### config.mk
export PLATFORM = sky130hd
export DESIGN_NAME = imm_gen_stage
export DESIGN_NICKNAME = d
export VERILOG_FILES = /design/src/rtl/imm_gen_stage.sv
export SDC_FILE = /design/constraint.sdc
export NUM_CORES = 1
export LEC_CHECK = 0
export ABC_CLOCK_PERIOD_IN_PS = 7300
export BUFFER_PORTS_ARGS = -buffer_cell sky130_fd_sc_hd__buf_4
export CORE_MARGIN = 2
export CORE_UTILIZATION = 55
export CTS_BUF_LIST = sky130_fd_sc_hd__clkbuf_16
export CTS_CLUSTER_DIAMETER = 100
export CTS_CLUSTER_SIZE = 40
export DETAILED_ROUTE_END_ITERATION = 6
export PLACE_DENSITY = 0.86
export SYNTH_ARGS = -nofsm -noshare
export SYNTH_HDL_FRONTEND = slang
export SYNTH_SLANG_ARGS = --single-unit
### constraint.sdc
create_clock -name clk_i -period 7.3 [get_ports clk_i]
set_clock_uncertainty 0.1 [all_clocks]
set_input_delay 0.73 -clock clk_i [delete_from_list [all_inputs] [get_ports clk_i]]
set_output_delay 0.73 -clock clk_i [all_outputs]
set_load 0.01 [all_outputs]
### src/rtl/imm_gen_stage.sv
// RV32I/RV64I immediate generator stage between IF/ID and ID/EX.
// Decodes on the input side and stores results in a 2-entry skid buffer.
module imm_gen_stage #(
  parameter int XLEN = 32
) (
  input  logic            clk_i,
  input  logic            rst_i,
  input  logic            flush_i,
  input  logic            in_valid_i,
  output logic            in_ready_o,
  input  logic [31:0]     instr_i,
  input  logic [XLEN-1:0] pc_i,
  output logic            out_valid_o,
  input  logic            out_ready_i,
  output logic [XLEN-1:0] imm_o,
  output logic [2:0]      fmt_o,
  output logic            illegal_o,
  output logic [XLEN-1:0] pc_o,
  output logic [31:0]     instr_o
);

  if (XLEN != 32 && XLEN != 64) begin : g_bad_xlen
    $error("imm_gen_stage: XLEN must be 32 or 64");
  end

  localparam logic [2:0] F_R   = 3'd0;
  localparam logic [2:0] F_I   = 3'd1;
  localparam logic [2:0] F_S   = 3'd2;
  localparam logic [2:0] F_B   = 3'd3;
  localparam logic [2:0] F_U   = 3'd4;
  localparam logic [2:0] F_J   = 3'd5;
  localparam logic [2:0] F_SH  = 3'd6;
  localparam logic [2:0] F_ILL = 3'd7;

  localparam logic [6:0] OP_IMM = 7'b0010011;
  localparam logic [6:0] OP_LD  = 7'b0000011;
  localparam logic [6:0] OP_JLR = 7'b1100111;
  localparam logic [6:0] OP_ST  = 7'b0100011;
  localparam logic [6:0] OP_BR  = 7'b1100011;
  localparam logic [6:0] OP_LUI = 7'b0110111;
  localparam logic [6:0] OP_AUI = 7'b0010111;
  localparam logic [6:0] OP_JAL = 7'b1101111;
  localparam logic [6:0] OP_OP  = 7'b0110011;

  typedef struct packed {
    logic [XLEN-1:0] imm;
    logic [2:0]      fmt;
    logic            ill;
    logic [XLEN-1:0] pc;
    logic [31:0]     instr;
  } entry_t;

  function automatic logic [XLEN-1:0] sext(input logic [31:0] v);
    return XLEN'($signed(v));
  endfunction

  entry_t     dec;
  entry_t     main_q;
  entry_t     skid_q;
  logic       main_v;
  logic       skid_v;
  logic [6:0] opc;
  logic [2:0] f3;
  logic [5:0] shamt;
  logic       accept;
  logic       pop;

  assign opc   = instr_i[6:0];
  assign f3    = instr_i[14:12];
  // RV32 shift amounts are only 5 bits wide
  assign shamt = (XLEN == 64) ? instr_i[25:20]
                              : {1'b0, instr_i[24:20]};

  always_comb begin
    dec       = '0;
    dec.pc    = pc_i;
    dec.instr = instr_i;
    unique case (1'b1)
      (opc == OP_IMM): begin
        if (f3 == 3'b001 || f3 == 3'b101) begin
          dec.fmt = F_SH;
          dec.imm = XLEN'(shamt);
        end else begin
          dec.fmt = F_I;
          dec.imm = sext({{20{instr_i[31]}}, instr_i[31:20]});
        end
      end
      (opc == OP_LD),
      (opc == OP_JLR): begin
        dec.fmt = F_I;
        dec.imm = sext({{20{instr_i[31]}}, instr_i[31:20]});
      end
      (opc == OP_ST): begin
        dec.fmt = F_S;
        dec.imm = sext({{20{instr_i[31]}},
                        instr_i[31:25], instr_i[11:7]});
      end
      (opc == OP_BR): begin
        dec.fmt = F_B;
        dec.imm = sext({{19{instr_i[31]}}, instr_i[31],
                        instr_i[7], instr_i[30:25],
                        instr_i[11:8], 1'b0});
      end
      (opc == OP_LUI),
      (opc == OP_AUI): begin
        dec.fmt = F_U;
        dec.imm = sext({instr_i[31:12], 12'b0});
      end
      (opc == OP_JAL): begin
        dec.fmt = F_J;
        dec.imm = sext({{11{instr_i[31]}}, instr_i[31],
                        instr_i[19:12], instr_i[20],
                        instr_i[30:21], 1'b0});
      end
      (opc == OP_OP): begin
        dec.fmt = F_R;
      end
      default: begin
        dec.fmt = F_ILL;
        dec.ill = 1'b1;
      end
    endcase
  end

  assign in_ready_o = !skid_v;
  assign accept     = in_valid_i & !skid_v;
  assign pop        = main_v & out_ready_i;

  always_ff @(posedge clk_i or posedge rst_i) begin
    if (rst_i) begin
      main_q <= '0;
      skid_q <= '0;
      main_v <= 1'b0;
      skid_v <= 1'b0;
    end else if (flush_i) begin
      main_v <= 1'b0;
      skid_v <= 1'b0;
    end else if (accept && pop) begin
      // skid is empty here, so main is the only entry
      main_q <= dec;
    end else if (accept) begin
      if (!main_v) begin
        main_q <= dec;
        main_v <= 1'b1;
      end else begin
        skid_q <= dec;
        skid_v <= 1'b1;
      end
    end else if (pop) begin
      if (skid_v) begin
        main_q <= skid_q;
        skid_v <= 1'b0;
      end else begin
        main_v <= 1'b0;
      end
    end
  end

  assign out_valid_o = main_v;
  assign imm_o       = main_q.imm;
  assign fmt_o       = main_q.fmt;
  assign illegal_o   = main_q.ill;
  assign pc_o        = main_q.pc;
  assign instr_o     = main_q.instr;

endmodule

## After elaboration in Yosys (flattened, before gate mapping)

Cells that the tools add are included.

- Register bits after elaboration: 202
- Input port bits: 69
- Logic and storage cells: 63

- Equal/unequal tests: 15
- Multiplexer cells: 19
- Bitwise logic cells: 4
- Reduce and logical (&&, ||, !) cells: 13

Operator list:

| cell | number |
|---|---|
| $mux W100 | 5 |
| $pmux W32 S6 | 1 |
| $mux W35 | 1 |
| $eq A7 B6 Y1 const B | 3 |
| $eq A7 B7 Y1 const B | 3 |
| $pmux W3 S7 | 1 |
| $eq A7 B5 Y1 const B | 2 |
| $mux W1 | 11 |
| $reduce_bool A3 Y1 | 3 |
| $reduce_or A9 Y1 | 1 |
| $reduce_and A4 Y1 | 2 |
| $eq A7 B2 Y1 const B | 1 |
| $ne A3 B2 Y1 const B | 2 |
| $reduce_and A3 Y1 | 2 |
| $reduce_or A2 Y1 | 2 |
| $eq A3 B1 Y1 const B | 1 |
| $eq A3 B3 Y1 const B | 1 |
| $ne A3 B3 Y1 const B | 1 |
| $and A1 B1 Y1 | 2 |
| $ne A2 B2 Y1 const B | 1 |
| $not A1 Y1 | 2 |
| $logic_and A1 B1 Y1 | 1 |
| $logic_not A1 Y1 | 1 |
| $logic_or A1 B1 Y1 | 1 |

## Longest topological paths before layout

- Depth after elaboration: 7
- Depth in mapped cells: 8

## Worst setup path before layout

OpenSTA, ideal clock, no wires.

- Kind: input-to-reg
- From: input instr_i[2]
- To: register main_q, in the netlist imm_o[21]
- Data arrival time: 1,944 ps
- Slack: 5,164 ps
- Stages: 7
- Path buffers: 2
- Cells stage by stage: buf_6 or2_0 a211o_1 o211ai_2 buf_6 a21oi_1 o31ai_2

- Cells in the longest elaborated chain, start to end: 6
- Elaborated cells on any way between the ends: 14

Ends and longest elaborated chain:

| what | line | text |
|---|---|---|
| start, declared | 11 | `input logic [31:0] instr_i,` |
| $eq A7 B6 Y1 (tied with other cells) | 104 | `(opc == OP_LUI),` |
| $reduce_or A2 Y1 | 78 | `unique case (1'b1)` |
| $pmux W32 S6 * | 78 |  |
| $mux W100 | 142 | `if (!main_v) begin` |
| $mux W100 | 141 | `end else if (accept) begin` |
| $mux W100 * | 138 | `end else if (accept && pop) begin` |
| end signal, assigned | 151 | `main_q <= skid_q;` |
| end, declared | 58 | `entry_t main_q;` |

Mark *: on every way between the ends. The rest lies on a longest branch, timed or not. The select of a mux whose other input is x is not followed.
A chain may end at the register's enable or synchronous reset.

## Worst setup path in the final report

- From: register skid_v
- To: register main_q, in the netlist imm_o[22]

- Cells in the longest elaborated chain, start to end: 5
- Elaborated cells on any way between the ends: 9

Ends and longest elaborated chain:

| what | line | text |
|---|---|---|
| start, declared | 61 | `logic skid_v;` |
| start signal, assigned | 134 | `skid_v <= 1'b0;` |
| start signal, assigned | 137 | `skid_v <= 1'b0;` |
| start signal, assigned | 147 | `skid_v <= 1'b1;` |
| $logic_not A1 Y1 | 126 | `assign accept = in_valid_i & !skid_v;` |
| $and A1 B1 Y1 | 126 |  |
| $logic_and A1 B1 Y1 | 138 |  |
| $ne A3 B2 Y1 (no source line) / $reduce_bool A3 Y1 (equally long branches) | n/a |  |
| $reduce_and A4 Y1 (no source line) | n/a |  |

Several ways; a longest one is shown, not always the timed one.

==> results by group <==
Floorplan
  – Initial Utilization: 56.37%
  – Die X: ~130 um
  – Ports: approximately 170
  – Cell Rows: 46
  – Die Ht: roughly 130 um
  – Die Area: 0.01732 mm2
  – Core area: 0.01589 mm2

Setup path
  – WP buf/inv: 3
  – Crit-path most repeated cell: buf_4
  – Slowest CP cell: buf_4
  – Worst Path Max Fanout: 101
  – Worst-case reg-to-reg path depth: 7
  – CP peak stage delay: 880 ps
  – CP Data Required Time: 7580 ps
  – Reg2reg start: skid_v$_DFFE_PP0P_
  – Critical R2R Capture: imm_o[22]$_DFFE_PP0P_
  – Crit. path cell count: 7
  – Crit path capture type: flop
  – Critical path, cell by cell: nand2b_4 > buf_4 > a211oi_4 > buf_4 > buf_4 > o21ai_0 > o31ai_1
  – CP Class: flop to flop
  – Critical Path AT: slightly below 4000 ps
  – Crit. Startpoint: skid_v$_DFFE_PP0P_
  – Critical Path Sink: imm_o[22]$_DFFE_PP0P_
  – Startpoint Class: flop
  – R2R setup slack: 3700 ps
  – Cell family with most CP delay: buffers and inverters

Synthesis
  – Ys async rst share: 100.0%
  – Synth Area in Simple Gates: 23.60%
  – Distinct cells, synth: 47
  – Seq cells post-synth: 202
  – Area contributors post-synth: dfrtp_1 (56%), nand2_1 (16%), a31oi_1 (4.6%)
  – Top FF cell, synth: dfrtp_1
  – Synth top area share: a little under three fifths
  – Mux cell area share after synthesis: 0.1258%
  – Post-synth top area cell: dfrtp_1
  – Synthesized area: roughly 0.0090 mm2
  – Sequential-to-total area share from yosys stat: 56.45%
  – Synth Net Count: 1106
  – EDFF count, synth: 0
  – Adder-cell area share of the yosys netlist: 0%
  – Post-Syn Instances: 1037
  – Synth cell count leaders: nand2_1 (372), dfrtp_1 (202), nor2_1 (97)
  – XOR/XNOR share of the synthesized area: 0%
  – Post-synthesis compound-gate area fraction: 15.45%
  – Yosys warning count: 0
  – Syn avg cell area: 8.635 um2
  – Top-count cell post-synth: nand2_1
  – Largest family of logic cells by synthesized area: simple AND/OR/NAND/NOR gates

Routing
  – ANT nets after route: 0
  – Total number of vias: roughly 7800
  – Drt pass-1 iters: 4
  – # DRC: 0
  – Vias/cell: 5.682
  – DR iter-0 viols: between 700 and 800
  – Drt wl/cell: 16.70 um
  – Routed WL: between 20 and 25 mm

Pwr
  – Peak VDD IR: approximately 0.17 mV
  – P_leak: 0.005056 uW
  – Total power: 2779 uW
  – Logic gate share of total power: 24.3%
  – Switch share: 31.42%
  – Power per cell area: approximately 260 mW/mm2
  – Clk pwr share: 21.9%
  – Int Power: 1906 uW
  – Switch Pwr: a little under 900 uW
  – Sequential share of power: a little over half

Clock tree
  – Root buffer cell: clkbuf_16
  – Hold Buf Count CTS: 0
  – Post-CTS Setup Bufs: 0
  – Clock-pin slew on the worst setup and hold paths: ~140 ps
  – Clock latency on the worst-skew pair: 470 ps
  – H-tree depth: 1
  – Max clock buf depth: 3
  – CTS buffer count: 9
  – CTS tree: yes
  – Post-CTS Resized: 0
  – # clock sinks: ~200

Run
  – Max-cap violations: 0

Place
  – Hpwl dp: roughly 14 mm
  – Placed cell area: 0.01022 mm2
  – GPL Wtd Cong: 0.8729
  – Port-buffer cells: 170

Finish
  – Layout cell share with drive strength beyond 1: 18.54%
  – Ant diodes: 0
  – Area delta synth->final: 17.16%
  – Post-route cell area: 0.01049 mm2
  – Footprint of the multi-input gates: 0.003542 mm2
  – Nets@finish: 1217
  – FF/Latch Area: 0.005055 mm2
  – Layout filler cell count: 1389

STA
  – Setup TNS: 0 ps
  – WHS: 313.5 ps
  – FMAX: 0.2781 GHz
  – Slew headroom: 20.41%
  – Fin crit period: 3596 ps
  – Setup violations, final: 0
  – Final hold viol count: 0
  – RSZ-0062 raised after global routing: false
  – Final Slew Violations: 0
  – Slew @ Worst Pin: 1194 ps
  – Final Cycle Share: around half

Global route
  – Global-route wire length before repair: 37.79 mm
  – Vias in the first global route: between 7000 and 8000
  – GRT overflow: 0
  – Initial antenna violation count: 0
  – GRT Total Usage: 26.20%
  – Largest net degree at the start of global routing: around 130

Hold path
  – Hold Path Class: input pin to asynchronous set/reset pin

Status
  – Status: finished, final reports clean
-- power by group through the flow --
stage / combinational, uW / clock (uW) / sequential, uW
2_1_floorplan: 325 / 0 / 1540
5_1_grt: 755 / 652 / 1530
3_5_place_dp: 679 / 0 / 1520
3_3_place_gp: 653 / 0 / 1510
6_report: 675 / 608 / 1500
4_1_cts: 681 / 620 / 1490
-- through the flow --
| stage | instances | utilization [%] | setup slack, ps |
|---|---|---|---|
| global placement | 1353 | 64.35 | 3575 |
| finish | 1365 | 66.04 | 3704 |
| detailed placement | 1353 | 64.35 | 3476 |
| floorplan | 1037 | - | 959.3 |
| CTS | 1365 | 66.04 | 3739 |
| global route | 1365 | 66.04 | 3412 |
-- cell usage in the layout (no fill, tap or decap), types with 8 or more instances in the layout --
cell and n:
nor2_1 97, dfrtp_1 202, nand2_1 372, o31ai_2 9, o21ai_0 45, a31oi_1 66, nand3_1 16, or3_1 8
clkbuf_16 9, a21oi_1 79, buf_4 177
-- cell type report --
type / instances / share of cell area (%)
Inverter: 5 / 0.2504
Clock inverter: 3 / 0.4174
Tap cell: 216 / 2.576
Clock buffer: 9 / 2.147
Timing Repair Buffer: 177 / 12.67
Sequential cell: 202 / 48.18
Multi-Input combinational cell: 753 / 33.76
-- per-layer routing --
metal	track usage (%)	routed length, um
met4	5.978	355
met3	3.665	1511
met2	43.05	11190
met1	37.37	9744
met5	0	0
-- worst min-delay path by stage --
stage                                   endpoint
after floorplan           skid_q[68]$_DFFE_PP0P_
after global placement    skid_q[68]$_DFFE_PP0P_
after detailed placement  skid_q[68]$_DFFE_PP0P_
after CTS                     skid_v$_DFFE_PP0P_
after global routing      skid_q[34]$_DFFE_PP0P_
final                        pc_o[4]$_DFFE_PP0P_
-- logic make-up after synthesis --
kind of cell,Yosys count
compound gates,226
buf+inv,82
flops,202
mux,1
simple gates,526
-- flip-flops by register name, summed over array words and instances, names as in the netlist --
register and flops:
skid_v 1, out_valid_o 1, pc_o 32, skid_q 100, illegal_o 1, imm_o 32
instr_o 32, fmt_o 3
No activity file was read; power rests on OpenSTA's default activity.
